### config.mk
export PLATFORM = sky130hd
export DESIGN_NAME = catch_event_gen_flat
export DESIGN_NICKNAME = d
export VERILOG_FILES = /design/src/rtl/catch_event_if.sv /design/src/rtl/catch_event_gen.sv /design/src/flat_wrapper.sv
export SDC_FILE = /design/constraint.sdc
export NUM_CORES = 1
export LEC_CHECK = 0
export BUFFER_PORTS_ARGS = -buffer_cell sky130_fd_sc_hd__buf_2
export CAP_MARGIN = 0
export CORE_MARGIN = 2
export CORE_UTILIZATION = 55
export DETAILED_ROUTE_END_ITERATION = 10
export GPL_ROUTABILITY_DRIVEN = 0
export PLACE_DENSITY = 0.77
export SYNTH_ARGS = -nofsm -noshare
export SYNTH_HDL_FRONTEND = slang
export SYNTH_SLANG_ARGS = --single-unit
### constraint.sdc
create_clock -name clk -period 7.1 [get_ports clk]
set_clock_uncertainty 0.1 [all_clocks]
set_input_delay 0.71 -clock clk [delete_from_list [all_inputs] [get_ports clk]]
set_output_delay 0.71 -clock clk [all_outputs]
set_load 0.02 [all_outputs]
### src/rtl/catch_event_if.sv
// -----------------------------------------------------------------------------
// catch_event_if
//   Bundles the control inputs and the block/event outputs of catch_event_gen.
//   master : the event generator (drives block position and the event strobe)
//   slave  : the consumer side (frame timing / player input and score logic)
// Signals:
//   start        level, generator runs while high
//   frame_tick   one-cycle strobe per video frame
//   player_x     paddle left edge, pixels
//   block_x      falling block left edge
//   block_y      falling block top edge
//   block_active block visible
//   collision    event strobe, registered
//   color        event color code
// -----------------------------------------------------------------------------
interface catch_event_if;
  logic       start;
  logic       frame_tick;
  logic [9:0] player_x;
  logic [9:0] block_x;
  logic [9:0] block_y;
  logic       block_active;
  logic       collision;
  logic [1:0] color;

  modport master (
    input  start, frame_tick, player_x,
    output block_x, block_y, block_active, collision, color
  );

  modport slave (
    output start, frame_tick, player_x,
    input  block_x, block_y, block_active, collision, color
  );
endinterface

### src/rtl/catch_event_gen.sv
// -----------------------------------------------------------------------------
// catch_event_gen
//   Drops one falling block at a time, moves it FALL_STEP pixels per frame_tick,
//   detects a catch against the player paddle and emits a registered collision
//   pulse (PULSE_W clk wide) with a color code that is settled one full clk
//   before the pulse rises. The score accumulator clocks on posedge collision.
// Ports:
//   clk  system clock
//   rst  asynchronous, active-high reset
//   ev   catch_event_if.master (start, frame_tick, player_x in;
//        block_x, block_y, block_active, collision, color out)
// Configuration macro:
//   MISS_PENALTY_EN  defined: a miss raises a red (2'b11) event pulse.
//                    undefined: a miss silently respawns the block.
// -----------------------------------------------------------------------------
module catch_event_gen #(
  parameter int unsigned SCREEN_H  = 480,
  parameter int unsigned BLOCK_W   = 32,
  parameter int unsigned BLOCK_H   = 16,
  parameter int unsigned PLAYER_Y  = 440,
  parameter int unsigned X_MAX     = 608,
  parameter int unsigned FALL_STEP = 2,
  parameter int unsigned PULSE_W   = 4,
  parameter logic [15:0] LFSR_SEED = 16'hACE1
) (
  input  logic            clk,
  input  logic            rst,
  catch_event_if.master   ev
);

  localparam int unsigned CNT_W = (PULSE_W > 1) ? $clog2(PULSE_W) : 1;

  localparam logic [10:0]      SCREEN_H_C  = 11'(SCREEN_H);
  localparam logic [10:0]      BLOCK_H_C   = 11'(BLOCK_H);
  localparam logic [10:0]      PLAYER_Y_C  = 11'(PLAYER_Y);
  localparam logic [10:0]      STEP_C      = 11'(FALL_STEP);
  localparam logic [11:0]      BLOCK_W_C   = 12'(BLOCK_W);
  localparam logic [9:0]       X_MAX_C     = 10'(X_MAX);
  localparam logic [CNT_W-1:0] PULSE_LAST  = CNT_W'(PULSE_W - 1);

  typedef enum logic [2:0] {
    S_IDLE  = 3'd0,
    S_SPAWN = 3'd1,
    S_FALL  = 3'd2,
    S_SETUP = 3'd3,
    S_PULSE = 3'd4,
    S_GAP   = 3'd5
  } state_t;

  // 16-bit Fibonacci LFSR, taps 16,14,13,11 (right-shifting form).
  function automatic logic [15:0] lfsr_next(input logic [15:0] cur);
    logic fb;
    fb = cur[0] ^ cur[2] ^ cur[3] ^ cur[5];
    return {fb, cur[15:1]};
  endfunction

  state_t            state_r, state_s;
  logic [15:0]       lfsr_r;
  logic [1:0]        spawn_color_r, spawn_color_s;
  logic [CNT_W-1:0]  pulse_cnt_r, pulse_cnt_s;
  logic [9:0]        block_x_r, block_x_s;
  logic [9:0]        block_y_r, block_y_s;
  logic              block_active_r, block_active_s;
  logic              collision_r, collision_s;
  logic [1:0]        color_r, color_s;

  logic [9:0]        lfsr_x_s;
  logic [9:0]        spawn_x_s;
  logic [1:0]        lfsr_color_s;
  logic [10:0]       y_bot_s;
  logic [10:0]       y_next_s;
  logic signed [11:0] dx_s;
  logic [11:0]       dx_abs_s;
  logic              catch_s;
  logic              miss_s;

  // Spawn position folds LFSR values above X_MAX back into the legal range.
  assign lfsr_x_s     = lfsr_r[9:0];
  assign spawn_x_s    = (lfsr_x_s <= X_MAX_C) ? lfsr_x_s : (lfsr_x_s - X_MAX_C);
  assign lfsr_color_s = (lfsr_r[11:10] == 2'b00) ? 2'b01 : lfsr_r[11:10];

  // Geometry in 11/12-bit so neither the bottom edge nor the distance wraps.
  assign y_bot_s  = {1'b0, block_y_r} + BLOCK_H_C;
  assign y_next_s = {1'b0, block_y_r} + STEP_C;
  assign dx_s     = $signed({2'b00, block_x_r}) - $signed({2'b00, ev.player_x});
  assign dx_abs_s = dx_s[11] ? 12'(-dx_s) : 12'(dx_s);
  assign catch_s  = (y_bot_s >= PLAYER_Y_C) && ({1'b0, block_y_r} < PLAYER_Y_C) &&
                    (dx_abs_s < BLOCK_W_C);
  assign miss_s   = (y_next_s >= SCREEN_H_C);

  // LFSR free-runs every clock regardless of state.
  always_ff @(posedge clk or posedge rst) begin
    if (rst) begin
      lfsr_r <= LFSR_SEED;
    end else begin
      lfsr_r <= lfsr_next(lfsr_r);
    end
  end

  // FSM state register.
  always_ff @(posedge clk or posedge rst) begin
    if (rst) begin
      state_r <= S_IDLE;
    end else begin
      state_r <= state_s;
    end
  end

  // FSM next-state logic; ticks outside FALL are simply ignored.
  always_comb begin
    state_s = state_r;
    case (state_r)
      S_IDLE: begin
        if (ev.start) begin
          state_s = S_SPAWN;
        end else begin
          state_s = S_IDLE;
        end
      end
      S_SPAWN: begin
        state_s = S_FALL;
      end
      S_FALL: begin
        if (ev.frame_tick) begin
          if (catch_s) begin
            state_s = S_SETUP;
          end else if (miss_s) begin
`ifdef MISS_PENALTY_EN
            state_s = S_SETUP;
`else
            state_s = S_GAP;
`endif
          end else begin
            state_s = S_FALL;
          end
        end else begin
          state_s = S_FALL;
        end
      end
      S_SETUP: begin
        state_s = S_PULSE;
      end
      S_PULSE: begin
        if (pulse_cnt_r == PULSE_LAST) begin
          state_s = S_GAP;
        end else begin
          state_s = S_PULSE;
        end
      end
      S_GAP: begin
        if (ev.start) begin
          state_s = S_SPAWN;
        end else begin
          state_s = S_IDLE;
        end
      end
      default: begin
        state_s = S_IDLE;
      end
    endcase
  end

  // Output/datapath next values; outputs are decoded from the next state so
  // that every port comes straight from a flop.
  always_comb begin
    block_x_s      = block_x_r;
    block_y_s      = block_y_r;
    color_s        = color_r;
    spawn_color_s  = spawn_color_r;
    pulse_cnt_s    = '0;
    block_active_s = (state_s == S_FALL);
    collision_s    = (state_s == S_PULSE);
    case (state_r)
      S_SPAWN: begin
        block_x_s     = spawn_x_s;
        block_y_s     = 10'd0;
        spawn_color_s = lfsr_color_s;
      end
      S_FALL: begin
        if (state_s == S_SETUP) begin
          // A caught block reports its own color; a miss here is the penalty.
          color_s = catch_s ? spawn_color_r : 2'b11;
        end else if (ev.frame_tick && !miss_s) begin
          block_y_s = y_next_s[9:0];
        end else begin
          block_y_s = block_y_r;
        end
      end
      S_PULSE: begin
        pulse_cnt_s = pulse_cnt_r + CNT_W'(1);
      end
      default: begin
        pulse_cnt_s = '0;
      end
    endcase
  end

  // Output and datapath registers.
  always_ff @(posedge clk or posedge rst) begin
    if (rst) begin
      block_x_r      <= 10'd0;
      block_y_r      <= 10'd0;
      block_active_r <= 1'b0;
      collision_r    <= 1'b0;
      color_r        <= 2'b00;
      spawn_color_r  <= 2'b01;
      pulse_cnt_r    <= '0;
    end else begin
      block_x_r      <= block_x_s;
      block_y_r      <= block_y_s;
      block_active_r <= block_active_s;
      collision_r    <= collision_s;
      color_r        <= color_s;
      spawn_color_r  <= spawn_color_s;
      pulse_cnt_r    <= pulse_cnt_s;
    end
  end

  assign ev.block_x      = block_x_r;
  assign ev.block_y      = block_y_r;
  assign ev.block_active = block_active_r;
  assign ev.collision    = collision_r;
  assign ev.color        = color_r;

endmodule

### src/flat_wrapper.sv
// flat-port wrapper written by rule: the top's interface ports become plain ports
module catch_event_gen_flat 
#(
  parameter int unsigned SCREEN_H  = 480,
  parameter int unsigned BLOCK_W   = 32,
  parameter int unsigned BLOCK_H   = 16,
  parameter int unsigned PLAYER_Y  = 440,
  parameter int unsigned X_MAX     = 608,
  parameter int unsigned FALL_STEP = 2,
  parameter int unsigned PULSE_W   = 4,
  parameter logic [15:0] LFSR_SEED = 16'hACE1
)
  (clk, rst, ev_start, ev_frame_tick, ev_player_x, ev_block_x, ev_block_y, ev_block_active, ev_collision, ev_color);
  catch_event_if ev_i ();
  input  logic clk;
  input  logic rst;
  input wire logic [$bits(ev_i.start)-1:0] ev_start;
  input wire logic [$bits(ev_i.frame_tick)-1:0] ev_frame_tick;
  input wire logic [$bits(ev_i.player_x)-1:0] ev_player_x;
  output wire logic [$bits(ev_i.block_x)-1:0] ev_block_x;
  output wire logic [$bits(ev_i.block_y)-1:0] ev_block_y;
  output wire logic [$bits(ev_i.block_active)-1:0] ev_block_active;
  output wire logic [$bits(ev_i.collision)-1:0] ev_collision;
  output wire logic [$bits(ev_i.color)-1:0] ev_color;
  assign ev_i.start = ev_start;
  assign ev_i.frame_tick = ev_frame_tick;
  assign ev_i.player_x = ev_player_x;
  assign ev_block_x = ev_i.block_x;
  assign ev_block_y = ev_i.block_y;
  assign ev_block_active = ev_i.block_active;
  assign ev_collision = ev_i.collision;
  assign ev_color = ev_i.color;
  catch_event_gen #(.SCREEN_H(SCREEN_H), .BLOCK_W(BLOCK_W), .BLOCK_H(BLOCK_H), .PLAYER_Y(PLAYER_Y), .X_MAX(X_MAX), .FALL_STEP(FALL_STEP), .PULSE_W(PULSE_W), .LFSR_SEED(LFSR_SEED)) u_core (.clk(clk), .rst(rst), .ev(ev_i));
endmodule
==> flow_summary_export.csv <==
group,metric,value,unit
run,cap_violations,0,
synthesis,synth-async-reset-ratio,100,%
power_and_ir_drop,power.internal,411,µW
timing,fmax,282,MHz
cells_and_area,n_fill_cell,396,
synthesis,syn_nets,314,
cells_and_area,final_core_util,63.2,%
timing,rsz0062_at_grt,"false",
clock_tree,cts-resized-gates,0,
cells_and_area,multiInputGateArea,1380,µm²
setup_path,r2r-start,"u_core.ev.block_x[0]$_DFFE_PP0P_",
setup_path,crit_chain,"inv_1 -> ha_1 -> inv_1 -> fa_1 -> a211oi_1 -> o21ai_0 -> a211oi_1 -> o21ai_0 -> a2111oi_4 -> o211ai_4 -> nand2b_4 -> mux2_4",
clock_tree,cts_buffers,5,
global_routing,grt_usage,22.0,%
drt,ant_nets,0,
floorplan,core-area,4720,µm²
run_status,status,"completed",
setup_path,path_class,"register to register",
cells_and_area,drive_above_1_share,20.8,%
global_routing,grt-ovfl-total,0,
floorplan,die_height,73.8,µm
setup_path,worst-path-buf-inv,2,
drt,drt-pass1-iter-count,4,
timing,tns,0,ns
drt,drc,0,
cells_and_area,final_nets,346,
clock_tree,cts_tree,"done",
drt,wire_per_inst,14.1,µm
clock_tree,cts_hold_buf,0,
power_and_ir_drop,power.density,211,nW/µm²
setup_path,cp.required,7.19,ns
clock_tree,h-tree-depth,2,
synthesis,netlist_area,2680,µm²
power_and_ir_drop,switching_share,34.6,%
setup_path,crit_fanout,7,
synthesis,syn_inst,284,
clock_tree,post_cts_buffers,0,
clock_tree,clk_latency,0.30,ns
drt,via_count,2158,
synthesis,ys_ff_latch,46,
synthesis,synth_seq_area_share,43.4,%
setup_path,worstSetupStartpoint,"u_core.ev.block_x[0]$_DFFE_PP0P_",
synthesis,postSynthAreaPerCell,9.44,µm²
global_routing,antenna_found_initial,0,
floorplan,die_area,5450,µm²
timing,hold-worst-slack,0.258,ns
power_and_ir_drop,power.total,628,µW
cells_and_area,final_cell_mix,"nand2_1, dfrtp_1, buf_2",
power_and_ir_drop,ir_drop,0.000176,V
clock_tree,cts.sinks,46,
synthesis,synth_edf_count,0,
setup_path,end_kind,"register",
cells_and_area,regArea,1160,µm²
clock_tree,clk_path_buf_depth,2,
power_and_ir_drop,p_switching,218,µW
global_routing,grt_pass1_wl,9200,µm
global_routing,grt_pass1_vias,2013,
cells_and_area,antenna_cells,0,
placed_design,portBuffers,36,
timing,period_share,50.0,%
drt,vias_per_cell,5.62,
setup_path,cp_top_family,"compound AO/OA/AOI/OAI gates",
setup_path,slowest_stage,"a211oi_1",
setup_path,arrival,3.64,ns
floorplan,die_w,73.8,µm
setup_path,cpPeakStageDelay,0.61,ns
min_path,whs_path_depth,0,
global_routing,grt_max_degree,47,
power_and_ir_drop,p_leak,1.51,nW
floorplan,ios,38,
setup_path,reg2reg_depth,12,
timing,final-hold-violation-count,0,
floorplan,initial_utilization,56.7,%
synthesis,ys.flop_type,"dfrtp_1",
setup_path,cp-start-kind,"register",
timing,relSlewSlack,14.6,%
power_and_ir_drop,p_clk_share,26.2,%
cells_and_area,final_common_cell,"nand2_1",
timing,worst_slew_pin_slew,1.28,ns
floorplan,fp-row-count,25,
min_path,min_path_type,"register to register",
drt,drt_wl_total,5410,µm
clock_tree,clockRootBuffer,"clkbuf_8",
timing,drv_slew,0,
timing,setup_viol,0,
setup_path,crit_cells,12,
min_path,hp-start,"u_core.lfsr_r[12]$_DFF_PP0_",
placed_design,hpwl,3950,µm
cells_and_area,area_growth,11.4,%
power_and_ir_drop,seqPwrFrac,50.2,%
power_and_ir_drop,pwr-share-comb,23.6,%
clock_tree,clkTransAtPathRegs,0.08,ns
timing,min_period,3.55,ns
synthesis,ys_types,55,
drt,drt_iter0_markers,110,
synthesis,yosysWarnings,0,
==> cell families after synthesis <==
group,after synthesis,share of synthesized area [%]
fa+ha+maj,16,7.75
mux,10,4.11
xor+xnor,9,2.94
other cells,1,0.140
simple gates,108,20.3
compound gates,62,16.3
buf+inv,32,5.09
flops,46,43.4
==> flip-flops by register name (all words and copies together) (netlist names) <==
signal,flops
u_core.ev.color,2
u_core.lfsr_r,16
u_core.ev.block_active,1
u_core.pulse_cnt_r,2
u_core.spawn_color_r,2
u_core.ev.collision,1
u_core.state_r,3
u_core.ev.block_x,10
u_core.ev.block_y,9
==> area by class of cell <==
cell class / instances / area share (%)
Multi-Input combinational cell: 206 / 46.3
Inverter: 20 / 2.51
Sequential cell: 46 / 38.9
Timing Repair Buffer: 37 / 6.29
Clock inverter: 2 / 0.419
Tap cell: 67 / 2.81
Clock buffer: 6 / 2.77
==> worst register-to-register path: stages, from the launching register on <==
cell and delay [ns]:
dfrtp_1 0.39, inv_1 0.08, ha_1 0.15, inv_1 0.05, fa_1 0.40, a211oi_1 0.61, o21ai_0 0.26, a211oi_1 0.24
o21ai_0 0.17, a2111oi_4 0.28, o211ai_4 0.16, nand2b_4 0.23, mux2_4 0.31
==> through the flow <==
stage               cells  instance area (µm²)  setup slack, ns
global route          384                 2990             3.23
CTS                   384                 2990             3.56
detailed placement    376                 2890             3.24
global placement      376                 2890             3.43
finish                384                 2990             3.55
floorplan             284                 2680             3.73
==> per-layer routing <==
layer / part of all wire (%) / track usage (%) / vias up / wire, µm
met2: 47 / 34.5 / 58 / 2530
met5: 0 / 0 / - / 0
met3: 4.3 / 5.35 / 11 / 232
met1: 48 / 30.9 / 1031 / 2570
li1: - / - / 1058 / -
met4: 1.4 / 4.85 / 0 / 74
==> cells in the mapped netlist (3+ instances only) <==
| cell type | instances | area [µm²] |
|---|---|---|
| dfstp_2 | 9 | 236 |
| a31oi_1 | 3 | 18.8 |
| a21oi_1 | 14 | 70.1 |
| o211ai_1 | 4 | 30.0 |
| nand2b_1 | 3 | 18.8 |
| mux2i_1 | 8 | 80.1 |
| nand4_1 | 3 | 18.8 |
| inv_1 | 20 | 75.1 |
| nor3b_1 | 5 | 37.5 |
| o21ai_0 | 18 | 90.1 |
| dfrtp_1 | 37 | 926 |
| clkbuf_1 | 8 | 30.0 |
| xnor2_1 | 5 | 43.8 |
| ha_1 | 15 | 188 |
| nand2_1 | 45 | 169 |
| nand3_1 | 8 | 40.0 |
| and3_1 | 6 | 37.5 |
| xor2_1 | 4 | 35.0 |
| nor2_1 | 18 | 67.6 |
| a211oi_1 | 3 | 22.5 |
| nor3_1 | 3 | 15.0 |
| or3b_2 | 3 | 26.3 |
==> power groups by stage <==
stage                     Sequential, mW  Combinational [mW]  Clock [mW]
after CTS                          0.314               0.149       0.169
after floorplan                    0.326              0.0974           0
after global placement             0.318               0.145           0
final                              0.315               0.149       0.165
after global routing               0.319               0.167       0.182
after detailed placement           0.319               0.149           0
==> worst paths after layout <==
kind,slack (ns),end
setup / recovery,3.55,u_core.ev.color[0]$_DFFE_PP0P_
hold / removal,0.26,u_core.lfsr_r[11]$_DFF_PP1_
setup reg to reg,3.55,u_core.ev.color[0]$_DFFE_PP0P_
hold reg to reg,0.26,u_core.lfsr_r[11]$_DFF_PP1_
max in group asynchronous,6.09,u_core.lfsr_r[6]$_DFF_PP1_
min in group asynchronous,0.42,u_core.state_r[2]$_DFF_PP0_
Note: power is estimated with default switching activity, not from simulation.
